## src/rtl/usb_tx_pkt_pkg.sv

```systemverilog
// Shared types for the USB low-speed transmit packet path: PID codes, CRC16 constants,
// encoder state enum and a byte-wide reflected CRC16 step function.
// Imported by usb_tx_pkt and usb_crc16 (the latter is reused by the receive path).
package usb_tx_pkt_pkg;

  typedef enum logic [3:0] {
    PID_DATA0 = 4'b0011,
    PID_DATA1 = 4'b1011,
    PID_ACK   = 4'b0010,
    PID_NAK   = 4'b1010,
    PID_STALL = 4'b1110
  } pid_e;

  // Generator polynomial x^16+x^15+x^2+1; bits go out LSB-first, so the
  // shift register runs in the reflected form.
  localparam logic [15:0] CRC16_POLY      = 16'h8005;
  localparam logic [15:0] CRC16_POLY_REFL = 16'hA001;
  localparam logic [15:0] CRC16_INIT      = 16'hFFFF;

  typedef enum logic [2:0] {
    ST_IDLE,
    ST_PID,
    ST_DATA,
    ST_CRC_LO,
    ST_CRC_HI,
    ST_GUARD
  } state_e;

  // DATA0 and DATA1 differ only in bit 3.
  function automatic logic is_data_pid(input logic [3:0] pid);
    return (pid[2:0] == PID_DATA0[2:0]);
  endfunction

  // One payload byte folded into the reflected CRC16, LSB first.
  function automatic logic [15:0] crc16_byte(input logic [15:0] crc, input logic [7:0] data);
    logic [15:0] c;
    c = crc ^ {8'h00, data};
    for (int i = 0; i < 8; i++) begin
      c = c[0] ? ((c >> 1) ^ CRC16_POLY_REFL) : (c >> 1);
    end
    return c;
  endfunction

endpackage

```

## src/rtl/usb_tx_pkt_crc16.sv

```systemverilog
// usb_crc16: byte-wide USB CRC16 (reflected 0xA001, init 0xFFFF) with state register.
// clear has priority over en; crc_nxt_o is the combinational value after folding data_i.
// Register output is updated one cycle after en; reused by the receive path.
module usb_crc16
  import usb_tx_pkt_pkg::*;
(
  input  logic        clk,
  input  logic        reset,
  input  logic        clear_i,
  input  logic        en_i,
  input  logic [7:0]  data_i,
  output logic [15:0] crc_o,
  output logic [15:0] crc_nxt_o
);

  logic [15:0] crc_q, crc_d;

  // Next CRC: clear reloads the init value, en folds in one byte.
  always_comb begin
    crc_nxt_o = crc16_byte(crc_q, data_i);
    crc_d     = crc_q;
    if (clear_i) begin
      crc_d = CRC16_INIT;
    end else if (en_i) begin
      crc_d = crc_nxt_o;
    end
  end

  // CRC state register.
  always_ff @(posedge clk or negedge reset) begin
    if (!reset) begin
      crc_q <= CRC16_INIT;
    end else begin
      crc_q <= crc_d;
    end
  end

  assign crc_o = crc_q;

endmodule

```

## src/rtl/usb_tx_pkt.sv

```systemverilog
// usb_tx_pkt: USB low-speed packet encoder (PID / payload / CRC16 bytes to the serializer).
// Latency: PID on tx_data one cycle after pkt_start; payload bytes land 2 cycles after tx_ready.
// Backpressure: each byte is held with tx_valid until a tx_ready pulse; USB_TX_PKT_TOGGLE_EN adds the data-toggle bit.
module usb_tx_pkt
  import usb_tx_pkt_pkg::*;
#(
  parameter int unsigned GUARD_CYCLES = 224
) (
  input  logic       clk,
  input  logic       reset,
`ifdef USB_TX_PKT_TOGGLE_EN
  input  logic       toggle_adv,
  input  logic       toggle_clr,
`endif
  input  logic       pkt_start,
  input  logic [3:0] pkt_pid,
  input  logic [3:0] pkt_len,
  output logic [2:0] pl_addr,
  input  logic [7:0] pl_rdata,
  output logic [7:0] tx_data,
  output logic       tx_valid,
  input  logic       tx_ready,
  output logic       busy,
  output logic       pkt_done
);

  // busy drops on the cycle the counter reaches this value (counter starts at 1).
  localparam logic [15:0] GUARD_LAST = 16'(GUARD_CYCLES - 1);

  state_e      state_q, state_d;
  logic [3:0]  pid_q, pid_d;
  logic [3:0]  len_q, len_d;
  logic [3:0]  idx_q, idx_d;
  logic        fetch_q, fetch_d;
  logic [7:0]  tx_data_q, tx_data_d;
  logic        tx_valid_q, tx_valid_d;
  logic [2:0]  pl_addr_q, pl_addr_d;
  logic        busy_q, busy_d;
  logic        done_q, done_d;
  logic [15:0] gcnt_q, gcnt_d;

  logic        crc_clear, crc_en;
  logic [15:0] crc, crc_nxt;
  logic [3:0]  start_pid, start_len;

`ifdef USB_TX_PKT_TOGGLE_EN
  logic toggle_q, toggle_d;

  // Data toggle: clear wins over advance.
  always_comb begin
    toggle_d = toggle_q;
    if (toggle_clr) begin
      toggle_d = 1'b0;
    end else if (toggle_adv) begin
      toggle_d = ~toggle_q;
    end
  end

  // Toggle register.
  always_ff @(posedge clk or negedge reset) begin
    if (!reset) begin
      toggle_q <= 1'b0;
    end else begin
      toggle_q <= toggle_d;
    end
  end

  assign start_pid = is_data_pid(pkt_pid) ? {toggle_q, pkt_pid[2:0]} : pkt_pid;
`else
  assign start_pid = pkt_pid;
`endif

  assign start_len = (pkt_len > 4'd8) ? 4'd8 : pkt_len;

  usb_crc16 u_crc (
    .clk       (clk),
    .reset     (reset),
    .clear_i   (crc_clear),
    .en_i      (crc_en),
    .data_i    (tx_data_q),
    .crc_o     (crc),
    .crc_nxt_o (crc_nxt)
  );

  // Next-state and output logic. In DATA, fetch_q marks the cycle where pl_rdata
  // holds the byte addressed during the tx_ready cycle and is loaded into tx_data.
  always_comb begin
    state_d    = state_q;
    pid_d      = pid_q;
    len_d      = len_q;
    idx_d      = idx_q;
    fetch_d    = fetch_q;
    tx_data_d  = tx_data_q;
    tx_valid_d = tx_valid_q;
    pl_addr_d  = pl_addr_q;
    busy_d     = busy_q;
    done_d     = 1'b0;
    gcnt_d     = gcnt_q;
    crc_clear  = 1'b0;
    crc_en     = 1'b0;

    unique case (state_q)
      ST_IDLE: begin
        if (pkt_start) begin
          pid_d      = start_pid;
          len_d      = start_len;
          idx_d      = 4'd0;
          fetch_d    = 1'b0;
          pl_addr_d  = 3'd0;
          tx_data_d  = {~start_pid, start_pid};
          tx_valid_d = 1'b1;
          busy_d     = 1'b1;
          crc_clear  = 1'b1;
          state_d    = ST_PID;
        end
      end
      ST_PID: begin
        if (tx_ready) begin
          if (!is_data_pid(pid_q)) begin
            tx_valid_d = 1'b0;
            gcnt_d     = 16'd1;
            state_d    = ST_GUARD;
          end else if (len_q != 4'd0) begin
            fetch_d = 1'b1;
            state_d = ST_DATA;
          end else begin
            tx_data_d = ~crc[7:0];
            state_d   = ST_CRC_LO;
          end
        end
      end
      ST_DATA: begin
        if (fetch_q) begin
          tx_data_d = pl_rdata;
          pl_addr_d = pl_addr_q + 3'd1;
          fetch_d   = 1'b0;
        end else if (tx_ready) begin
          crc_en = 1'b1;
          idx_d  = idx_q + 4'd1;
          if ((idx_q + 4'd1) == len_q) begin
            tx_data_d = ~crc_nxt[7:0];
            state_d   = ST_CRC_LO;
          end else begin
            fetch_d = 1'b1;
          end
        end
      end
      ST_CRC_LO: begin
        if (tx_ready) begin
          tx_data_d = ~crc[15:8];
          state_d   = ST_CRC_HI;
        end
      end
      ST_CRC_HI: begin
        if (tx_ready) begin
          tx_valid_d = 1'b0;
          gcnt_d     = 16'd1;
          state_d    = ST_GUARD;
        end
      end
      ST_GUARD: begin
        if (gcnt_q == GUARD_LAST) begin
          busy_d  = 1'b0;
          done_d  = 1'b1;
          state_d = ST_IDLE;
        end else begin
          gcnt_d = gcnt_q + 16'd1;
        end
      end
      default: begin
        state_d = ST_IDLE;
      end
    endcase
  end

  // State and output registers; reset drops the packet immediately.
  always_ff @(posedge clk or negedge reset) begin
    if (!reset) begin
      state_q    <= ST_IDLE;
      pid_q      <= 4'd0;
      len_q      <= 4'd0;
      idx_q      <= 4'd0;
      fetch_q    <= 1'b0;
      tx_data_q  <= 8'h00;
      tx_valid_q <= 1'b0;
      pl_addr_q  <= 3'd0;
      busy_q     <= 1'b0;
      done_q     <= 1'b0;
      gcnt_q     <= 16'd0;
    end else begin
      state_q    <= state_d;
      pid_q      <= pid_d;
      len_q      <= len_d;
      idx_q      <= idx_d;
      fetch_q    <= fetch_d;
      tx_data_q  <= tx_data_d;
      tx_valid_q <= tx_valid_d;
      pl_addr_q  <= pl_addr_d;
      busy_q     <= busy_d;
      done_q     <= done_d;
      gcnt_q     <= gcnt_d;
    end
  end

  assign tx_data  = tx_data_q;
  assign tx_valid = tx_valid_q;
  assign pl_addr  = pl_addr_q;
  assign busy     = busy_q;
  assign pkt_done = done_q;

endmodule
```

## config.mk

```make
export PLATFORM = sky130hd
export DESIGN_NAME = usb_tx_pkt
export DESIGN_NICKNAME = d
export VERILOG_FILES = /design/src/rtl/usb_tx_pkt_pkg.sv /design/src/rtl/usb_tx_pkt_crc16.sv /design/src/rtl/usb_tx_pkt.sv
export SDC_FILE = /design/constraint.sdc
export NUM_CORES = 1
export LEC_CHECK = 0
export CAP_MARGIN = 30
export CORE_ASPECT_RATIO = 1.25
export CORE_UTILIZATION = 44
export DETAILED_ROUTE_END_ITERATION = 16
export DONT_BUFFER_PORTS = 1
export GPL_ROUTABILITY_DRIVEN = 0
export PLACE_DENSITY = 0.64
export RECOVER_POWER = 25
export SLEW_MARGIN = 10
export SYNTH_ARGS = -nofsm -noshare
export SYNTH_HDL_FRONTEND = slang
export SYNTH_HIERARCHICAL = 1
export SYNTH_SLANG_ARGS = --single-unit
```

## constraint.sdc

```tcl
create_clock -name clk -period 2.49 [get_ports clk]
set_input_delay 0.3735 -clock clk [delete_from_list [all_inputs] [get_ports clk]]
set_output_delay 0.3735 -clock clk [all_outputs]
set_load 0.05 [all_outputs]
```

==> summary by stage <==
Clock network
Clock tree synthesis selected as its root buffer the cell sky130_fd_sc_hd__clkbuf_8. The clock slew seen by the registers of the worst setup and hold paths is 70 ps. The clock reaches the later pin of the worst-skew pair after 350 ps. The total clock sinks is 61. The clock tree buffer depth is 2. The clock tree from TritonCTS is built. Counting the buffers created by CTS gives 9. The H-tree depth is 3.

Routing
Wires add up to 8760 um. The number of DRC violations after detailed routing is 0. The count of vias placed by the detailed router is 3005. Using the TritonRoute via totals, the vias-per-cell ratio works out to 5.95. In the final routed layout, each cell accounts on average for 17.4 um. The number of DRC markers in iteration 0 is 216. For this run, the detailed router's first-pass iteration total came to 5. The remaining antenna violation count after routing is 0.

Layout
The area of the multi-input gates is 0.00190 sq mm. The repair_antennas step left the layout with diodes totalling 0. Compared with the post-synthesis result, the final layout area differs by 12.4%.

The area used by sequential logic in the layout is 0.00155 sq mm. The total number of nets in the final design is 428. The top cell types in the final layout, fill and taps aside, are sky130_fd_sc_hd__dfrtp_1, sky130_fd_sc_hd__nand2_1, sky130_fd_sc_hd__nor2_1. Counting the fill cells in the layout gives 741. The most common cell after layout, fill and taps aside is sky130_fd_sc_hd__dfrtp_1.

The post-route netlist has 19.8% of its cells at a drive strength greater than 1. The post-layout utilization of the core is 51.3%.

Power and ir drop
VDD sags by at most 0.00120 V. Power spread over the standard cell area amounts to 1470 mW/mm^2. The leakage power is 0.00174 uW. Summing internal, switching and leakage power gives 5970 uW.

STA
The final max-slew violation count is 27. Between clock sinks in the finished design, the worst skew comes to 8.60 ps. On the final layout, the worst hold slack is 133 ps. Dividing the final minimum period by the clock period gives 95.6%. Summed over all failing endpoints, the final setup total negative slack is 0 ps. The final critical path time including I/O delays and setup is 2380 ps. Setup repair after global routing left no endpoint under its margin. Timing would allow up to 420 MHz. The worst relative slew slack is -0.0856%. Setup violations remaining at the end of the flow were counted as 0. The count of endpoints failing hold in the final timing report is 0. For the pin with the worst max-slew slack, the measured transition is 1500 ps.

Floorplan
The die covers 0.00855 sq mm. The die is 82.9 um wide. The core footprint is 0.00788 sq mm. The number of primary I/O pins is 34. The starting density of the core is 45.7%.

The floorplan step set the die height to 103 um. The number of rows created at floorplan is 36.

Worst setup path
The worst setup path is launched from a flop. The worst setup path is captured at a flop. The critical path ends at tx_data[0]. The critical path crosses 8 cells after its start point. The arrival time of the worst setup path is 2610 ps.

The sum of buffers and inverters on the critical path is 1. The reg-to-reg endpoint is tx_data[0]. Traced cell by cell, the critical path runs through xnor2_1, xnor2_1, xor3_4, xor2_2, inv_1, mux2i_1, a221oi_1, mux2_2. The startpoint of the worst-slack reg-to-reg timing path is u_crc/crc_o[5]. The slowest stage cell on the critical path is sky130_fd_sc_hd__xor3_4. Of all nets on the critical path, the largest fanout is 3. Across all register-to-register paths, the minimum setup slack is 110 ps. Among cell families on the critical path, the largest total delay comes from XOR/XNOR gates. Counting stages on the worst path, the most repeated cell is sky130_fd_sc_hd__xnor2_1.

The critical path startpoint is u_crc/crc_o[5]. The worst setup path category is flop to flop. The delay of the slowest cell on the worst path is 590 ps. Data on the critical path is required at its endpoint by 2720 ps. Counting cells, the worst reg-to-reg path comes to 8.

Global routing
The total congestion overflow is 0. The total track usage is 21.7%. The initial antenna violation count was 0. The number of global-route vias before repair is 2944. The first-pass GRT wire length is 14400 um.

The largest net degree at the start of global routing is 62.

Synth
When the netlist entered floorplanning its net count stood at 415. The average instance in the mapped netlist occupies 9.18 sq um. The synthesized netlist occupies a cell area of 0.00360 sq mm. Synthesis produced a netlist whose cell count is 392. The warning count from the yosys run is 6.

Run status
The flow ran to the end, but the final reports show violations. The checks that failed: capacitance limit, slew limit.

Min path
The hold path startpoint is pkt_pid[0]. The class of the tightest hold or removal check is input pin to flop.

Flow run
The max-capacitance violation count is 1.

Place
The final HPWL from detailed placement is 5790 um. The port buffer count is 0.
cell type report:
type,count,share of cell area (%)
clock buffers,10,3.40
clock inverters,6,2.13
inverters,9,0.835
multi-input cells,294,46.9
flip-flops and latches,61,38.2
well taps,95,2.94
repair buffers,30,5.57
layer usage:
layer / vias to the layer above / track usage (%) / share of wire, % / wire, um
li1: 1423 / - / - / -
met4: 0 / 10.5 / 2.3 / 202
met5: - / 0 / 0 / 0
met2: 105 / 38.3 / 50 / 4370
met1: 1452 / 24.8 / 42 / 3670
met3: 25 / 5.52 / 5.9 / 521
worst min-delay path by stage:
stage,slack (ps),endpoint,cells past startpoint
after floorplan,80,busy,0
after global placement,80,idx_q[1],0
after detailed placement,80,idx_q[1],0
after CTS,120,pid_q[0],2
after global routing,130,len_q[3],2
final,130,pid_q[0],2
registers in the layout, summed over array words and instances (netlist names):
signal,count
pkt_done,1
gcnt_q,16
state_q,3
busy,1
pl_addr,3
fetch_q,1
idx_q,4
tx_valid,1
pid_q,3
u_crc/crc_o,16
len_q,4
tx_data,8
worst register-to-register path, stage by stage, from the launching register on:
cell and delay (ps):
sky130_fd_sc_hd__dfstp_2 550, sky130_fd_sc_hd__xnor2_1 190, sky130_fd_sc_hd__xnor2_1 200, sky130_fd_sc_hd__xor3_4 590, sky130_fd_sc_hd__xor2_2 200, sky130_fd_sc_hd__inv_1 50, sky130_fd_sc_hd__mux2i_1 120, sky130_fd_sc_hd__a221oi_1 90
sky130_fd_sc_hd__mux2_2 270
stage by stage:
stage	setup slack, ps	cell area, sq um	instances
after floorplan	6.54	3600	392
after global placement	168	3780	484
after detailed placement	96.7	3780	484
after CTS	68.7	4040	502
after global routing	8.62	4050	505
final	109	4050	505
timing repair:
action | CTS | global route
resized for setup | 0 | 1
endpoints found under the setup margin | 0 | 1
hold buffers | 2 | 0
hold endpoints to repair | 61 | 0
buffers inserted | 0 | 3
power breakdown:
group	switching, uW	internal (uW)	total [uW]
Sequential	476	1410	1890
Combinational	1610	1480	3080
Clock	409	589	998
(Power assumes the default switching activity.)
